===== src/rtl/mult_8u_x_8s.sv =====
// ----------------------------------------------------------------------------
// mult_8u_x_8s
//   Pipelined 8-bit unsigned x 8-bit signed multiplier with a 16-bit signed
//   product. The block accepts one operand pair per clock. The product appears
//   on result three clocks later. There is no handshake.
//
// Ports
//   clk     in   1   rising-edge clock
//   rst     in   1   synchronous, active-high reset; clears every stage
//   n1      in   8   multiplicand, unsigned 0..255
//   n2      in   8   multiplier, two's complement -128..127
//   result  out  16  n1*n2, two's complement, registered
// ----------------------------------------------------------------------------
module mult_8u_x_8s (
    input  logic        clk,
    input  logic        rst,
    input  logic [7:0]  n1,
    input  logic [7:0]  n2,
    output logic [15:0] result
);

    logic        [7:0]  n1_p0;
    logic signed [7:0]  n2_p0;
    logic signed [15:0] psum_lo_p1;
    logic signed [15:0] psum_hi_p1;
    logic signed [15:0] sum_p2;

    logic signed [15:0] psum_lo_c;
    logic signed [15:0] psum_hi_c;

    // One partial-product row: the zero-extended multiplicand shifted by the
    // row weight, gated by the multiplier bit. The MSB row carries weight
    // -2^7, so it is negated rather than added. This handles n2 = -128 exactly
    // without going through a magnitude.
    function automatic logic signed [15:0] pp_row(
        input logic [7:0] a,
        input logic       sel,
        input logic [2:0] sh,
        input logic       neg
    );
        logic signed [15:0] ext;
        ext = $signed({8'b0, a}) <<< sh;
        if (!sel) begin
            return 16'sd0;
        end
        return neg ? -ext : ext;
    endfunction

    // Two 4-row adder trees. Every intermediate fits in 16 signed bits, so
    // the truncation to 16 bits is exact.
    always_comb begin
        psum_lo_c = 16'sd0;
        psum_hi_c = 16'sd0;
        for (int i = 0; i < 4; i++) begin
            psum_lo_c = psum_lo_c + pp_row(n1_p0, n2_p0[i], 3'(i), 1'b0);
        end
        for (int i = 4; i < 8; i++) begin
            psum_hi_c = psum_hi_c + pp_row(n1_p0, n2_p0[i], 3'(i), (i == 7));
        end
    end

    always_ff @(posedge clk) begin
        if (rst) begin
            n1_p0      <= '0;
            n2_p0      <= '0;
            psum_lo_p1 <= '0;
            psum_hi_p1 <= '0;
            sum_p2     <= '0;
        end else begin
            // stage p0: capture operands
            n1_p0      <= n1;
            n2_p0      <= n2;
            // stage p1: partial sums of rows 0..3 and 4..7
            psum_lo_p1 <= psum_lo_c;
            psum_hi_p1 <= psum_hi_c;
            // stage p2: final add
            sum_p2     <= psum_lo_p1 + psum_hi_p1;
        end
    end

    assign result = sum_p2;

endmodule


===== config.mk =====
export PLATFORM = sky130hd
export DESIGN_NAME = mult_8u_x_8s
export DESIGN_NICKNAME = d
export VERILOG_FILES = /design/src/rtl/mult_8u_x_8s.sv
export SDC_FILE = /design/constraint.sdc
export NUM_CORES = 1
export LEC_CHECK = 0
export CAP_MARGIN = 10
export CORE_MARGIN = 1
export CORE_UTILIZATION = 50
export DETAILED_ROUTE_END_ITERATION = 10
export PLACE_DENSITY = 0.8
export SETUP_SLACK_MARGIN = 0.4
export SLEW_MARGIN = 10
export SYNTH_ARGS = -nofsm -noshare
export SYNTH_HDL_FRONTEND = slang
export SYNTH_SLANG_ARGS = --single-unit

===== constraint.sdc =====
create_clock -name clk -period 5.85 [get_ports clk]
set_input_delay 0.585 -clock clk [delete_from_list [all_inputs] [get_ports clk]]
set_output_delay 0.585 -clock clk [all_outputs]
set_load 0.02 [all_outputs]

Yosys cells after proc, flatten, opt, wreduce, memory -nomap -nowiden
Index checks and enable logic that the tools add are counted.

Add/subtract/negate cells: 8. Multiplexer cells: 8.

Operators with widths (count): $add A16 B16 Y16 (7); $mux W16 (1); $neg A15 Y16 (1); $mux W14 (1); $mux W13 (1); $mux W12 (1); $mux W11 (1); $mux W10 (1); $mux W9 (1); $mux W8 (1).

Register bits: 64. Bits of input ports: 18. Output and inout bits: 16. Word-level logic and storage cells: 21.

Longest topological paths before layout
Gate-level depths: netlist of the first run.

Depth in word-level cells: 4. Depth in mapped cells: 17. Depth with buffers taken out: 17.

Worst setup path before layout of the first run
Ideal clock, no wire load.

Path type: register -> register. Start point: reg n1_p0[1]. End point: reg psum_hi_p1[14]. Library setup time: 0.128 ns. Arrival: 3.590 ns. Required time: 5.722 ns. Path slack: 2.132 ns. Cell stages (with the launch flop): 18. Path buffers: 0. Period minus slack after synthesis: 3.718 ns. Path through: dfxtp_1 > and2_1 > ha_1 > inv_1 > fa_1 > nor2b_1 > o21ai_0 > a21boi_0 > or4_1 > o311ai_0 > fa_1 > inv_1 > ha_1 > or3_1 > or2_2 > o221ai_1 > xor2_1 > nor2_1.

Longest elaborated chain between the ends: 4. Elaborated cells between the ends (all ways): 8. Classes of those cells: add/sub (4); mux (4).

Ends and longest elaborated chain: from (decl) (RTL line 22) `logic [7:0] n1_p0;`; from (signal assigned) (RTL line 71) `n1_p0 <= n1;`; $mux W12 or $mux W13 (tied branches) (RTL line 46) `return neg ? -ext : ext;`; $add A16 B16 Y16 (2 in series) (RTL line 58) `psum_hi_c = psum_hi_c + pp_row(n1_p0, n2_p0[i], 3'(i), (i == 7));`; $add A16 B16 Y16 * (RTL line 58); to (signal assigned) (RTL line 75) `psum_hi_p1 <= psum_hi_c;`; to (decl) (RTL line 25) `logic signed [15:0] psum_hi_p1;`.

Mark *: on every way between the ends. The rest lies on a longest branch, timed or not. A chain may end at the register's enable or synchronous reset.

Worst setup path in the final report of the first run
Ends and elaborated chain as after synthesis.

==> metrics.md, run 1 <==
| Metric | Value |
|---|---|
| Outcome | `finished, final reports clean` |
| Critical Path Fanout Max | `9` |
| Most common cell after layout, fill and taps aside | `dfxtp_1` |
| Pwr Density | `211.9 mW/mm²` |
| Antenna cells | `0` |
| Final antenna-violating net count | `0` |
| Sequential standard cell area | `0.001141 mm²` |
| Ys Warns | `0` |
| Port bufs | `33` |
| TritonCTS Buffers | `9` |
| Data arrival, critical path | `roughly 4400 ps` |
| Synth Cell Area | `approximately 0.0039 mm²` |
| Critical Path End Type | `register` |
| R2R depth | `17` |
| Hold Crit Class | `register to register` |
| CTS clk-pin slew, worst paths | `~60 ps` |
| Row count | `31` |
| Register-to-register setup slack | `between 1500 and 2000 ps` |
| Gr ovfl total | `0` |
| Initial Util | `0.5234` |
| Post-synthesis area per instance | `between 8 and 9 µm²` |
| CTS H-tree lvls | `3` |
| Worst hold stages | `1` |
| CP required | `6050 ps` |
| Final WL | `7.029 mm` |
| Fill cells | `between 600 and 700` |
| Post-CTS sizing | `0` |
| First-pass DRT Iterations | `4` |
| 1st-iter DRT viols | `86` |
| Final Cycle Share | `0.7093` |
| Clock Root Buffer | `clkbuf_8` |
| DRC | `0` |
| # IOs | `34` |
| Layout cells sized above 1 | `0.05128` |
| Post-synth EDFFs | `0` |
| Die Ht | `approximately 90 µm` |
| Seq/Total Area, Yosys | `0.2958` |
| Routability Congestion | `0.8589` |
| Vias per inst | `~5` |
| Dpl ws | `between 1500 and 2000 ps` |
| Worst slew pin tran | `around 1000 ps` |
| Worst reg2reg path endpoint | `psum_hi_p1[14]` |
| First-pass GRT wire length | `12.03 mm` |
| #FFs+latches synth | `between 50 and 60` |
| Num Clock Sinks | `57` |
| Chip width | `89.84 µm` |
| Worst setup margin | `around 1700 ps` |
| Worst skew pair latency | `350 ps` |
| # nets final | `545` |
| Routed len/inst | `12.40 µm` |
| VDD IR-drop max | `0.0001454 V` |
| Largest net degree at the start of global routing | `61` |
| Die Footprint | `between 0.008 and 0.009 mm²` |
| Reg-to-reg startpoint | `n1_p0[1]` |
| Placed instance area | `0.004258 mm²` |
| Main synth FF type | `dfxtp_1` |
| Critical path class | `register to register` |
| Final setup vio count | `0` |
| Final HPWL from detailed placement | `5.467 mm` |
| Antenna violations before repair | `0` |
| Hold Buf Count CTS | `0` |
| FMAX | `between 0.2 and 0.25 GHz` |
| Total number of vias | `2,922` |
| Synth-to-Final Area Change | `15.44%` |
| Worst hold start | `psum_lo_p1[0]` |
| Most frequent cells in the layout | `dfxtp_1, ha_1, inv_1` |
| Fin Setup TNS | `0 ps` |
| Async SR Flop Fraction | `0` |
| CTS tree | `done` |
| Tmin final | `a little over 4000 ps` |
| Core Region | `0.007370 mm²` |
| Distinct cells, synth | `between 40 and 50` |
| Critical path launch point type | `register` |
| Unrepaired setup endpoints after global routing | `no` |
| Hold endpoint | `result[0]` |
| Fin. max-slew vios | `0` |
| Clock Path Buffers | `2` |
| Syn_nets | `between 500 and 600` |
| Number of global-route vias before repair | `~2,800` |
| Slew HR | `0.3294` |
| Fin Clk Skew | `~14 ps` |
| Multi-input combinational cell area | `between 0.002 and 0.003 mm²` |
| Count of final hold-check violations | `0` |
| Final Instance Area | `~0.0045 mm²` |
| Cells after Synth | `around 430` |
| Leakage | `0.002064 µW` |
| Gr usage total | `0.1863` |
| Postcts setup bufs | `0` |
| Max cap viols | `0` |
-- synthesized netlist by cell type (all sizes together), types with 3 or more instances --
master | number | area share
nand3 | 5 | 0.0065
o211ai | 5 | 0.011
inv | 37 | 0.036
o31ai | 3 | 0.0058
nor3 | 6 | 0.0078
nor2b | 33 | 0.055
a21o | 6 | 0.012
and2 | 33 | 0.054
dfxtp | 57 | 0.30
or4 | 3 | 0.0058
xor2 | 13 | 0.030
nor2 | 34 | 0.033
a21oi | 16 | 0.021
nand2 | 35 | 0.034
a211oi | 8 | 0.016
xnor2 | 7 | 0.016
nand2b | 8 | 0.013
a31oi | 3 | 0.0049
o21a | 5 | 0.0097
fa | 23 | 0.12
o21bai | 4 | 0.0078
nor3b | 3 | 0.0058
clkbuf | 12 | 0.012
ha | 40 | 0.13
o21ai | 13 | 0.017
-- worst max path at each step --
stage,from,endpoint,slack [ps],depth (start not counted)
after floorplan,n1_p0[1],psum_hi_p1[14],2130,17
after global placement,n1_p0[1],psum_hi_p1[14],1920,17
after detailed placement,n1_p0[1],psum_hi_p1[14],1720,17
after CTS,n1_p0[1],psum_hi_p1[14],1720,17
after global routing,n1_p0[1],psum_hi_p1[14],1460,17
final,n1_p0[1],psum_hi_p1[14],1700,17
-- cell type report --
cell class | count | share of cell area
multi-input cells | 326 | 0.5679
flip-flops and latches | 57 | 0.2563
repair buffers | 33 | 0.07305
clock buffers | 12 | 0.03484
inverters | 37 | 0.03119
well taps | 99 | 0.02782
clock inverters | 3 | 0.008991
-- per-stage QoR --
step	utilization	total power [µW]	instances	hold slack (ps)
finish	0.6042	943.6	567	436.6
global route	0.6042	991.0	567	473.9
CTS	0.6042	951.6	567	440.5
detailed placement	0.5778	581.3	552	424.8
global placement	0.5778	576.7	552	418.1
floorplan	-	535.2	433	413.8
-- power by group --
group | internal (µW) | total, µW | switching, µW | leakage [µW]
logic | 70.1 | 145 | 74.6 | 0.00149
registers | 410 | 429 | 19.5 | 0.000468
clock network | 216 | 370 | 154 | 0.000102
-- registers in the layout, summed over array words and instances, names as in the netlist --
| name | flops |
|---|---|
| result | 16 |
| psum_lo_p1 | 13 |
| psum_hi_p1 | 12 |
| n1_p0 | 8 |
| n2_p0 | 8 |
-- routing by layer --
metal,track usage,up-vias,share of wire
met3,0.05076,30,0.047
met5,0,-,0
met2,0.3147,69,0.47
met4,0.09426,0,0.030
met1,0.2164,1328,0.45
li1,-,1495,-
-- worst max-delay path: stages (launching register included) --
cell	delay (ps)
dfxtp_1	450
and2_1	170
ha_1	180
inv_1	60
fa_1	400
nor2b_1	130
o21ai_0	100
a21boi_0	270
or4_1	150
o311ai_0	180
fa_1	560
inv_1	40
ha_1	200
or3_1	400
or2_2	280
o221ai_1	180
xor2_1	180
nor2_1	50
-- logic make-up after synthesis --
kind of cell / after synthesis / synth area share
and+or+nand+nor: 169 / 0.2309
AOI/OAI and AO/OA: 71 / 0.1216
adders and majority gates: 63 / 0.2491
DFF: 57 / 0.2958
buffers and inverters: 50 / 0.04865
xor gates and xnor gates: 20 / 0.04541
muxes: 3 / 0.008433
(Power assumes the default switching activity.)
==> inputs of run 2 (changes only) <==
PLACE_DENSITY = 0.82   (was 0.8)
clock period = 3.8 ns   (was 5.85 ns; I/O delays follow)
==> run 2 against run 1 <==
Effect of this change: maximum frequency up 18%; critical endpoint is now psum_hi_p1[15]; sequential power up 53%; flip-flop and latch count unchanged; largest cell class unchanged; clock-buffer cell count down 2.
==> metrics.md, run 2 (same netlist as run 1, synthesis figures left out) <==
| Metric | Value |
|---|---|
| Final antenna-violating net count | `0 (unchanged)` |
| R2R depth | `17 (unchanged)` |
| Final setup vio count | `0 (unchanged)` |
| Pwr Density | `294.9 mW/mm² (+39%)` |
| Largest register FFs | `16 (unchanged)` |
| Antenna violations before repair | `0 (unchanged)` |
| Routed len/inst | `13.45 µm (+8.5%)` |
| CTS clk-pin slew, worst paths | `70 ps (about the same)` |
| First-pass GRT wire length | `13.37 mm (+11%)` |
| Slew HR | `0.3252 (-0.004167)` |
| 1st-iter DRT viols | `115 (+34%)` |
| Reg-to-reg startpoint | `n2_p0[4]` |
| VDD IR-drop max | `0.0002161 V (+49%)` |
| Fin Clk Skew | `5.981 ps (-8.427 ps)` |
| Clock Root Buffer | `clkbuf_8` |
| Final WL | `7.868 mm (+12%)` |
| Worst slew pin tran | `1012 ps (+6.250 ps)` |
| Critical path class | `register to register` |
| Total number of vias | `3,067 (+5.0%)` |
| Final std cells w/o fill | `585 (+3.2%)` |
| DRC | `0 (unchanged)` |
| Fin Setup TNS | `0 ps (unchanged)` |
| Hold endpoint | `result[1]` |
| Psw | `410.3 µW (+66%)` |
| Internal portion of total power | `1013 µW (+46%)` |
| Gr ovfl total | `0 (unchanged)` |
| Row count | `31 (unchanged)` |
| Layout cells sized above 1 | `0.1852 (+0.1339)` |
| Clock network power share | `0.355 (-0.037)` |
| Worst hold stages | `1 (unchanged)` |
| Critical Path Fanout Max | `3 (-6)` |
| Critical path launch point type | `register` |
| Tmin final | `3516 ps (-633.2 ps)` |
| Hold Buf Count CTS | `0 (unchanged)` |
| FMAX | `0.2844 GHz (+18%)` |
| Synth-to-Final Area Change | `25.11%` |
| Vias per inst | `5.243 (+1.7%)` |
| Switch share | `0.2883 (+0.02571)` |
| Worst skew pair latency | `340 ps (about the same)` |
| Die Ht | `89.84 µm (unchanged)` |
| Routability Congestion | `0.9079 (+5.7%)` |
| Unrepaired setup endpoints after global routing | `yes` |
| CTS tree | `done` |
| TritonCTS Buffers | `9 (unchanged)` |
| Fin. max-slew vios | `0 (unchanged)` |
| Worst path top cell family by delay | `adder cells` |
| Die Footprint | `0.008070 mm² (unchanged)` |
| Outcome | `finished, final reports clean` |
| Num Clock Sinks | `57 (unchanged)` |
| Final Cycle Share | `0.9253 (+0.2160)` |
| Port bufs | `33 (unchanged)` |
| # IOs | `34 (unchanged)` |
| Most frequent cells in the layout | `dfxtp_1, nand2_1, nor2_1` |
| Max incr delay on CP | `510 ps (-50 ps)` |
| Count of final hold-check violations | `0 (unchanged)` |
| Flop pwr share | `0.462 (+0.007)` |
| Placed cells | `554 (+0.36%)` |
| Max cap viols | `0 (unchanged)` |
| Core Region | `0.007370 mm² (unchanged)` |
| CP max-delay cell | `fa_1` |
| Largest net degree at the start of global routing | `61 (unchanged)` |
| Worst reg2reg path endpoint | `psum_hi_p1[15]` |
| Initial Util | `0.5234 (unchanged)` |
| CTS H-tree lvls | `3 (unchanged)` |
| Gr usage total | `0.2066 (+0.02036)` |
| Register-to-register setup slack | `280 ps (-1420 ps)` |
| Clock Path Buffers | `2 (unchanged)` |
| # nets final | `562 (+3.1%)` |
| Critical Path End Type | `register` |
| Worst hold start | `psum_lo_p1[1]` |
| Data arrival, critical path | `3700 ps (-650 ps)` |
| Antenna cells | `0 (unchanged)` |
| Final HPWL from detailed placement | `5.550 mm (+1.5%)` |
| Worst path cell trace | `and2_4 -> ha_4 -> inv_2 -> fa_2 -> nor2b_4 -> o21ai_2 -> a21boi_2 -> o31ai_2 -> o311ai_4 -> fa_1 -> inv_2 -> ha_4 -> or3_4 -> o21bai_1 -> a31oi_1 -> xnor2_1 -> nor2_1` |
| Most common cell after layout, fill and taps aside | `dfxtp_1` |
| Number of global-route vias before repair | `3,076 (+9.3%)` |
| Leakage | `0.002137 µW (+3.5%)` |
| Chip width | `89.84 µm (unchanged)` |
| Hold Crit Class | `register to register` |
| Buf+Inv Stages, Crit Path | `2 (unchanged)` |
| First-pass DRT Iterations | `4 (unchanged)` |
| Logic pwr share | `0.183 (+0.030)` |
| CP required | `3990 ps (-2060 ps)` |
==> run 2: cell types whose count changed in the layout (fill, tap and decap cells not counted), sizes merged <==
cell	change
buf	+17
clkbuf	-2
clkinvlp	+2
bufinv	-1
clkinv	+1
inv	+1
==> run 2: area by class of cell <==
cell class | instances | area [µm²]
inverters | 37 | 138.9
repair buffers | 50 | 473.0
flip-flops and latches | 57 | 1166
fillers | 568 | 2544
well taps | 99 | 123.9
clock inverters | 6 | 42.54
multi-input cells | 326 | 2744
clock buffers | 10 | 137.6
==> run 2: routing by layer <==
metal  vias to the layer above  track usage  wire, µm
li1                       1525            -         -
met1                      1434       0.2308      3225
met2                        93       0.3577      3974
met3                        15      0.07360       508
met4                         0      0.08197       160
met5                         -            0         0
==> run 2: per-stage QoR <==
step           worst slack [ps]  cell area [µm²]  power [µW]  hold WS, ps    util
3_3_place_gp              245.4             4345       895.6        418.0  0.5896
5_1_grt                   116.8             4826        1508        464.8  0.6548
3_5_place_dp              88.27             4345       904.2        434.0  0.5896
2_1_floorplan             389.5             3941       829.9        413.8       -
4_1_cts                   276.2             4705        1420        449.5  0.6384
6_report                  283.7             4826        1423        441.2  0.6548
==> run 2: timing repair <==
item,4_1_cts,5_1_grt
buffers inserted,15,0
setup endpoints to repair,4,7
gates resized for setup,20,25
pin swaps,26,15
==> run 2: worst max-delay path by stage <==
stage	from	endpoint	slack (ps)	cells after the start
after floorplan	n1_p0[0]	psum_hi_p1[14]	390	17
after global placement	n1_p0[2]	psum_hi_p1[14]	250	15
after detailed placement	n2_p0[5]	psum_hi_p1[14]	90	17
after CTS	n2_p0[4]	psum_hi_p1[14]	280	17
after global routing	n2_p0[4]	psum_hi_p1[14]	120	17
final	n2_p0[4]	psum_hi_p1[15]	280	17
==> run 2: power groups by stage <==
stage,Combinational [µW],Clock (µW),Sequential (µW)
after floorplan,160,0,670
after global placement,225,0,671
after detailed placement,231,0,673
after CTS,245,518,656
after global routing,290,557,661
final,261,506,657
==> inputs of run 3 (changes only) <==
CTS_CLUSTER_SIZE = 25   (was not set)
==> results of run 3 <==
The final DEF is identical to that of run 2; final timing and power are the same.
